===== src/rtl/cmp_arbiter_pkg.sv =====
// rtl/cmp_arbiter_pkg.sv - shared encodings for the comparator arbiter and condition evaluator
package cmp_arbiter_pkg;

  typedef enum logic [1:0] {
    ST_IDLE  = 2'd0,
    ST_ISSUE = 2'd1,
    ST_EVAL  = 2'd2
  } state_t;

  localparam logic OP_CMP  = 1'b0;
  localparam logic OP_LOAD = 1'b1;

  localparam logic [2:0] COND_ALWAYS = 3'd0;
  localparam logic [2:0] COND_EQ     = 3'd1;
  localparam logic [2:0] COND_NE     = 3'd2;
  localparam logic [2:0] COND_GT     = 3'd3;
  localparam logic [2:0] COND_LT     = 3'd4;
  localparam logic [2:0] COND_GE     = 3'd5;
  localparam logic [2:0] COND_LE     = 3'd6;
  localparam logic [2:0] COND_NEVER  = 3'd7;

  localparam int FLAG_EQ = 0;
  localparam int FLAG_GT = 1;

endpackage


===== src/rtl/cmp_arbiter_cond_eval.sv =====
// rtl/cmp_arbiter_cond_eval.sv - maps a condition code and eq/gt flags to a taken bit
module cond_eval
  import cmp_arbiter_pkg::*;
(
  input  logic [2:0] cond,
  input  logic [1:0] flags,
  output logic       taken
);

  logic eq;
  logic gt;

  assign eq = flags[FLAG_EQ];
  assign gt = flags[FLAG_GT];

  always_comb begin
    taken = 1'b0;
    case (cond)
      COND_ALWAYS: taken = 1'b1;
      COND_EQ:     taken = eq;
      COND_NE:     taken = ~eq;
      COND_GT:     taken = gt;
      COND_LT:     taken = ~eq & ~gt;
      COND_GE:     taken = eq | gt;
      COND_LE:     taken = ~gt;
      COND_NEVER:  taken = 1'b0;
      default:     taken = 1'b0;
    endcase
  end

endmodule


===== src/rtl/cmp_arbiter.sv =====
// rtl/cmp_arbiter.sv - round-robin sharing of one comparator between decode and the counter unit
module cmp_arbiter
  import cmp_arbiter_pkg::*;
#(
  parameter int WIDTH = 16
) (
  input  logic             clk,
  input  logic             rst,
  input  logic             req0,
  input  logic             op0,
  input  logic [2:0]       cond0,
  input  logic [WIDTH-1:0] a0,
  input  logic [WIDTH-1:0] b0,
  input  logic             req1,
  input  logic             op1,
  input  logic [2:0]       cond1,
  input  logic [WIDTH-1:0] a1,
  input  logic [WIDTH-1:0] b1,
  output logic             gnt0,
  output logic             gnt1,
  output logic             done0,
  output logic             done1,
  output logic             taken,
  output logic [WIDTH-1:0] result_flags,
  output logic             busy,
  output logic             cmp_compare,
  output logic             cmp_load,
  output logic [WIDTH-1:0] cmp_bus1,
  output logic [WIDTH-1:0] cmp_bus2,
  input  logic [WIDTH-1:0] cmp_flags
);

  state_t           state;
  state_t           state_nx;
  logic             grant;
  logic             pick;
  logic             last_win;
  logic             lat_op;
  logic [2:0]       lat_cond;
  logic [WIDTH-1:0] bus1_q;
  logic [WIDTH-1:0] bus2_q;
  logic             cond_taken;

  // On a tie the requester that did not win last time goes next.
  assign pick = (req0 && req1) ? ~last_win : req1;

  always_ff @(posedge clk) begin
    if (rst) state <= ST_IDLE;
    else     state <= state_nx;
  end

  always_comb begin
    state_nx = state;
    grant    = 1'b0;
    case (state)
      ST_IDLE: begin
        if (req0 || req1) begin
          grant    = 1'b1;
          state_nx = ST_ISSUE;
        end
      end
      ST_ISSUE: state_nx = ST_EVAL;
      ST_EVAL:  state_nx = ST_IDLE;
      default:  state_nx = ST_IDLE;
    endcase
  end

  cond_eval u_cond_eval (
    .cond  (lat_cond),
    .flags (cmp_flags[FLAG_GT:FLAG_EQ]),
    .taken (cond_taken)
  );

  always_ff @(posedge clk) begin
    if (rst) begin
      last_win     <= 1'b1;
      lat_op       <= OP_CMP;
      lat_cond     <= COND_ALWAYS;
      bus1_q       <= '0;
      bus2_q       <= '0;
      gnt0         <= 1'b0;
      gnt1         <= 1'b0;
      done0        <= 1'b0;
      done1        <= 1'b0;
      taken        <= 1'b0;
      result_flags <= '0;
    end else begin
      gnt0  <= 1'b0;
      gnt1  <= 1'b0;
      done0 <= 1'b0;
      done1 <= 1'b0;
      if (grant) begin
        last_win <= pick;
        lat_op   <= pick ? op1 : op0;
        lat_cond <= pick ? cond1 : cond0;
        bus1_q   <= pick ? a1 : a0;
        bus2_q   <= pick ? b1 : b0;
        gnt0     <= ~pick;
        gnt1     <= pick;
      end
      // last_win still names the owner of the operation being evaluated.
      if (state == ST_EVAL) begin
        done0        <= ~last_win;
        done1        <= last_win;
        result_flags <= cmp_flags;
        taken        <= cond_taken;
      end
    end
  end

  assign busy        = (state != ST_IDLE);
  assign cmp_compare = (state == ST_ISSUE) && (lat_op == OP_CMP);
  assign cmp_load    = (state == ST_ISSUE) && (lat_op == OP_LOAD);
  assign cmp_bus1    = bus1_q;
  assign cmp_bus2    = bus2_q;

endmodule


===== config.mk =====
export PLATFORM = sky130hd
export DESIGN_NAME = cmp_arbiter
export DESIGN_NICKNAME = d
export VERILOG_FILES = /design/src/rtl/cmp_arbiter_pkg.sv /design/src/rtl/cmp_arbiter_cond_eval.sv /design/src/rtl/cmp_arbiter.sv
export SDC_FILE = /design/constraint.sdc
export NUM_CORES = 1
export LEC_CHECK = 0
export CORE_ASPECT_RATIO = 1.5
export CORE_MARGIN = 2
export CORE_UTILIZATION = 43
export CTS_BUF_LIST = sky130_fd_sc_hd__clkbuf_4 sky130_fd_sc_hd__clkbuf_8
export CTS_CLUSTER_DIAMETER = 30
export DETAILED_ROUTE_END_ITERATION = 16
export PLACE_DENSITY = 0.94
export SKIP_CTS_REPAIR_TIMING = 1
export SLEW_MARGIN = 20
export SYNTH_ARGS = -nofsm -noshare
export SYNTH_HDL_FRONTEND = slang
export SYNTH_SLANG_ARGS = --single-unit

===== constraint.sdc =====
create_clock -name clk -period 3.4 [get_ports clk]
set_input_delay 0.34 -clock clk [delete_from_list [all_inputs] [get_ports clk]]
set_output_delay 0.34 -clock clk [all_outputs]
set_load 0.01 [all_outputs]

==> impl_metrics.xml <==
<?xml version="1.0" encoding="UTF-8"?>
<metrics>
  <group name="setup_path">
    <metric name="worst_r2r_startpoint" unit="">state[1]</metric>
    <metric name="element_type_at_the_critical_path_end" unit="">output pin</metric>
    <metric name="path_class" unit="">reg -&gt; out</metric>
    <metric name="setup_slack_on_the_worst_flop_to_flop_path" unit="ps">1640</metric>
    <metric name="crit_path_top_delay_cell" unit="">clkdlybuf4s50_1</metric>
    <metric name="crit-reg2reg-capture" unit="">cmp_bus1[6]</metric>
    <metric name="critical_path.cell_chain" unit="">nor2_4 -&gt; inv_1 -&gt; clkdlybuf4s50_1</metric>
    <metric name="endpoint" unit="">busy</metric>
    <metric name="start_kind" unit="">flop</metric>
    <metric name="required" unit="ps">3060</metric>
    <metric name="cpPeakStageDelay" unit="ps">490</metric>
    <metric name="worst_r2r_path_depth" unit="">4</metric>
    <metric name="critPathArrivalTime" unit="ps">1690</metric>
    <metric name="cp-startpoint" unit="">state[1]</metric>
    <metric name="crit_path_max_fanout" unit="">16</metric>
  </group>
  <group name="clocking">
    <metric name="tritoncts_num_sinks" unit="">60</metric>
    <metric name="tritoncts" unit="">built</metric>
    <metric name="clock_insertion_delay_worst_skew" unit="ps">320</metric>
    <metric name="clock_path_buffers" unit="">2</metric>
    <metric name="h-tree-depth" unit="">3</metric>
    <metric name="cts.reportedPaths.clkPinSlew" unit="ps">70</metric>
    <metric name="cts_root_buf" unit="">clkbuf_8</metric>
    <metric name="cts-buffers-inserted" unit="">9</metric>
  </group>
  <group name="sta">
    <metric name="slew_headroom" unit="%">37.26</metric>
    <metric name="final.period_utilization" unit="%">59.68</metric>
    <metric name="pins_over_slew_limit" unit="">0</metric>
    <metric name="setup_slack" unit="ps">1371</metric>
    <metric name="setup_violations" unit="">0</metric>
    <metric name="report.final.hold_viol_count" unit="">0</metric>
    <metric name="timing.fmax" unit="MHz">492.8</metric>
    <metric name="totalNegativeSetupSlack" unit="ps">0</metric>
    <metric name="clock_skew" unit="ps">7.971</metric>
    <metric name="rsz0062_at_grt" unit="">no</metric>
    <metric name="layout_min_cycle_time" unit="ps">2029</metric>
    <metric name="max_slew.worst_pin.slew" unit="ps">941.1</metric>
  </group>
  <group name="die">
    <metric name="num_io_pins" unit="">148</metric>
    <metric name="core-area" unit="mm²">0.005871</metric>
    <metric name="chipWidth" unit="µm">67.89</metric>
    <metric name="chipHeight" unit="µm">99.83</metric>
    <metric name="start_util" unit="%">44.84</metric>
    <metric name="placement_rows" unit="">34</metric>
    <metric name="die_area" unit="mm²">0.006777</metric>
  </group>
  <group name="synthesis">
    <metric name="syn_avg_cell_area" unit="µm²">9.750</metric>
    <metric name="syn_inst" unit="">270</metric>
    <metric name="synth_largest_type_area_fraction" unit="%">45.63</metric>
    <metric name="synthDistinctLibCells" unit="">32</metric>
    <metric name="syn-cell-area" unit="mm²">0.002633</metric>
    <metric name="yosys_warnings" unit="">0</metric>
    <metric name="synth_area_leaders" unit="">dfxtp_1 (46%), a221o_1 (14%), a211oi_2 (8.6%), a211oi_1 (5.4%), inv_1 (5.3%)</metric>
    <metric name="synth.ff_latch_count" unit="">60</metric>
    <metric name="synth_fp_nets" unit="">362</metric>
    <metric name="synth.yosys.seq_area_share" unit="%">45.63</metric>
    <metric name="synth_top_cell_by_area" unit="">dfxtp_1</metric>
  </group>
  <group name="drt">
    <metric name="viasPerCell" unit="">5.302</metric>
    <metric name="m1WireLength" unit="mm">2.898</metric>
    <metric name="wire_length_on_met2" unit="mm">4.024</metric>
    <metric name="detailedRoute.firstPassIterationCount" unit="">4</metric>
    <metric name="highest_metal_layer_with_signal_wires" unit="">met4</metric>
    <metric name="totalWireLength" unit="mm">7.671</metric>
    <metric name="route.met3.wl" unit="µm">536</metric>
    <metric name="drt-initial-drc-count" unit="">127</metric>
    <metric name="route.antenna.remaining_nets" unit="">0</metric>
    <metric name="vias" unit="">2561</metric>
    <metric name="remaining_drc_errors" unit="">0</metric>
    <metric name="avgRoutedWirePerCell" unit="µm">15.88</metric>
  </group>
  <group name="cells_and_area">
    <metric name="final_common_cell" unit="">clkdlybuf4s50_1</metric>
    <metric name="antenna-diode-count" unit="">0</metric>
    <metric name="stdcell_area" unit="mm²">0.004239</metric>
    <metric name="fin_nets" unit="">498</metric>
    <metric name="most-common-layout-cells" unit="">clkdlybuf4s50_1 (146), dfxtp_1 (60), inv_1 (37)</metric>
    <metric name="drive_above_1_share" unit="%">10.71</metric>
    <metric name="area.growth.synth_to_final" unit="%">61.03</metric>
  </group>
  <group name="global_route">
    <metric name="antenna_found_initial" unit="">0</metric>
    <metric name="global_route.overflow_total" unit="">0</metric>
    <metric name="grt_first_pass_wirelength" unit="mm">12.15</metric>
    <metric name="first_global_vias" unit="">2657</metric>
    <metric name="gr-usage-all-layers" unit="%">23.08</metric>
    <metric name="grt_max_degree" unit="">58</metric>
  </group>
  <group name="place">
    <metric name="globalplace.congestion" unit="">0.7519</metric>
    <metric name="buffer_ports.inserted" unit="">147</metric>
    <metric name="dp_slack" unit="ps">1116</metric>
    <metric name="dpl_cell_area" unit="mm²">0.004033</metric>
    <metric name="dp_hpwl" unit="mm">5.443</metric>
  </group>
  <group name="power_and_ir_drop">
    <metric name="vdd_ir_drop_max" unit="V">0.0002862</metric>
    <metric name="power.total" unit="W">0.001863</metric>
    <metric name="power_leakage" unit="nW">1.515</metric>
    <metric name="power.density" unit="mW/mm²">439.4</metric>
  </group>
  <group name="hold_path">
    <metric name="hp-start" unit="">rst</metric>
    <metric name="worstHoldPathType" unit="">in -&gt; reg</metric>
  </group>
  <group name="status">
    <metric name="status" unit="">finished, final reports clean</metric>
  </group>
  <group name="flow_run">
    <metric name="drv.max_cap_violation_count" unit="">0</metric>
  </group>
</metrics>
## where the power goes
group / switching (W) / internal (W) / total [W] / leakage [nW]
Sequential: 0.0000344 / 0.000760 / 0.000795 / 0.492
Clock: 0.000268 / 0.000384 / 0.000652 / 0.106
Combinational: 0.000173 / 0.000243 / 0.000416 / 0.917
## critical path, delay by kind of cell (launching register included)
family,cells,cell delay [ps]
DFF,1,370
and+or+nand+nor,1,420
buffers and inverters,2,580
## through the flow
| step | utilization, % | hold WS [ps] | std cells |
|---|---|---|---|
| after floorplan | - | 464.4 | 270 |
| after global placement | 68.69 | 440.8 | 467 |
| after detailed placement | 68.69 | 447.1 | 467 |
| after CTS | 72.21 | 319.6 | 483 |
| after global routing | 72.21 | 347.2 | 483 |
| final | 72.21 | 332.2 | 483 |
## synthesized netlist by cell type, drive strengths merged
master / n
inv: 37
a211oi: 37
clkbuf: 5
a221o: 36
o21bai: 1
and3: 2
nand4: 1
nand2: 33
nor2: 6
nand2b: 2
a21oi: 17
buf: 21
mux2i: 1
dfxtp: 60
and3b: 1
and2: 1
nor3: 2
nor3b: 1
nor2b: 2
or2: 1
a41oi: 1
o21ai: 1
or2b: 1
## logic make-up after synthesis
| group | synth area share (%) |
|---|---|
| flops | 45.63 |
| mux | 0.3802 |
| buf+inv | 12.64 |
| simple gates | 9.649 |
| compound gates | 31.70 |
## final cells by class
class	instances	area [µm²]
Clock buffer	12	158.9
Clock inverter	4	47.55
Fill cell	458	1632
Inverter	37	138.9
Multi-Input combinational cell	147	1106
Sequential cell	60	1201
Tap cell	72	90.09
Timing Repair Buffer	151	1496
## flip-flops by register name, indices dropped and copies added, names as in the netlist
| name | cells |
|---|---|
| cmp_bus1 | 16 |
| cmp_bus2 | 16 |
| result_flags | 16 |
| lat_cond | 3 |
| state | 2 |
| done0 | 1 |
| done1 | 1 |
| gnt0 | 1 |
| gnt1 | 1 |
| last_win | 1 |
| lat_op | 1 |
| taken | 1 |
## how the worst min path moves through the flow
stage                 endpoint  slack (ps)  cells past startpoint
2_1_floorplan            done0         460                      1
3_3_place_gp   result_flags[0]         440                      2
3_5_place_dp   result_flags[6]         450                      2
4_1_cts               state[0]         320                      3
5_1_grt               state[0]         350                      3
6_report              state[0]         330                      3
## metal layers
| layer | vias to the layer above | global-route usage [%] |
|---|---|---|
| li1 | 1243 | - |
| met1 | 1174 | 25.96 |
| met2 | 122 | 40.80 |
| met3 | 22 | 5.269 |
| met4 | 0 | 9.385 |
| met5 | - | 0 |
No activity file was read; power rests on OpenSTA's default activity.
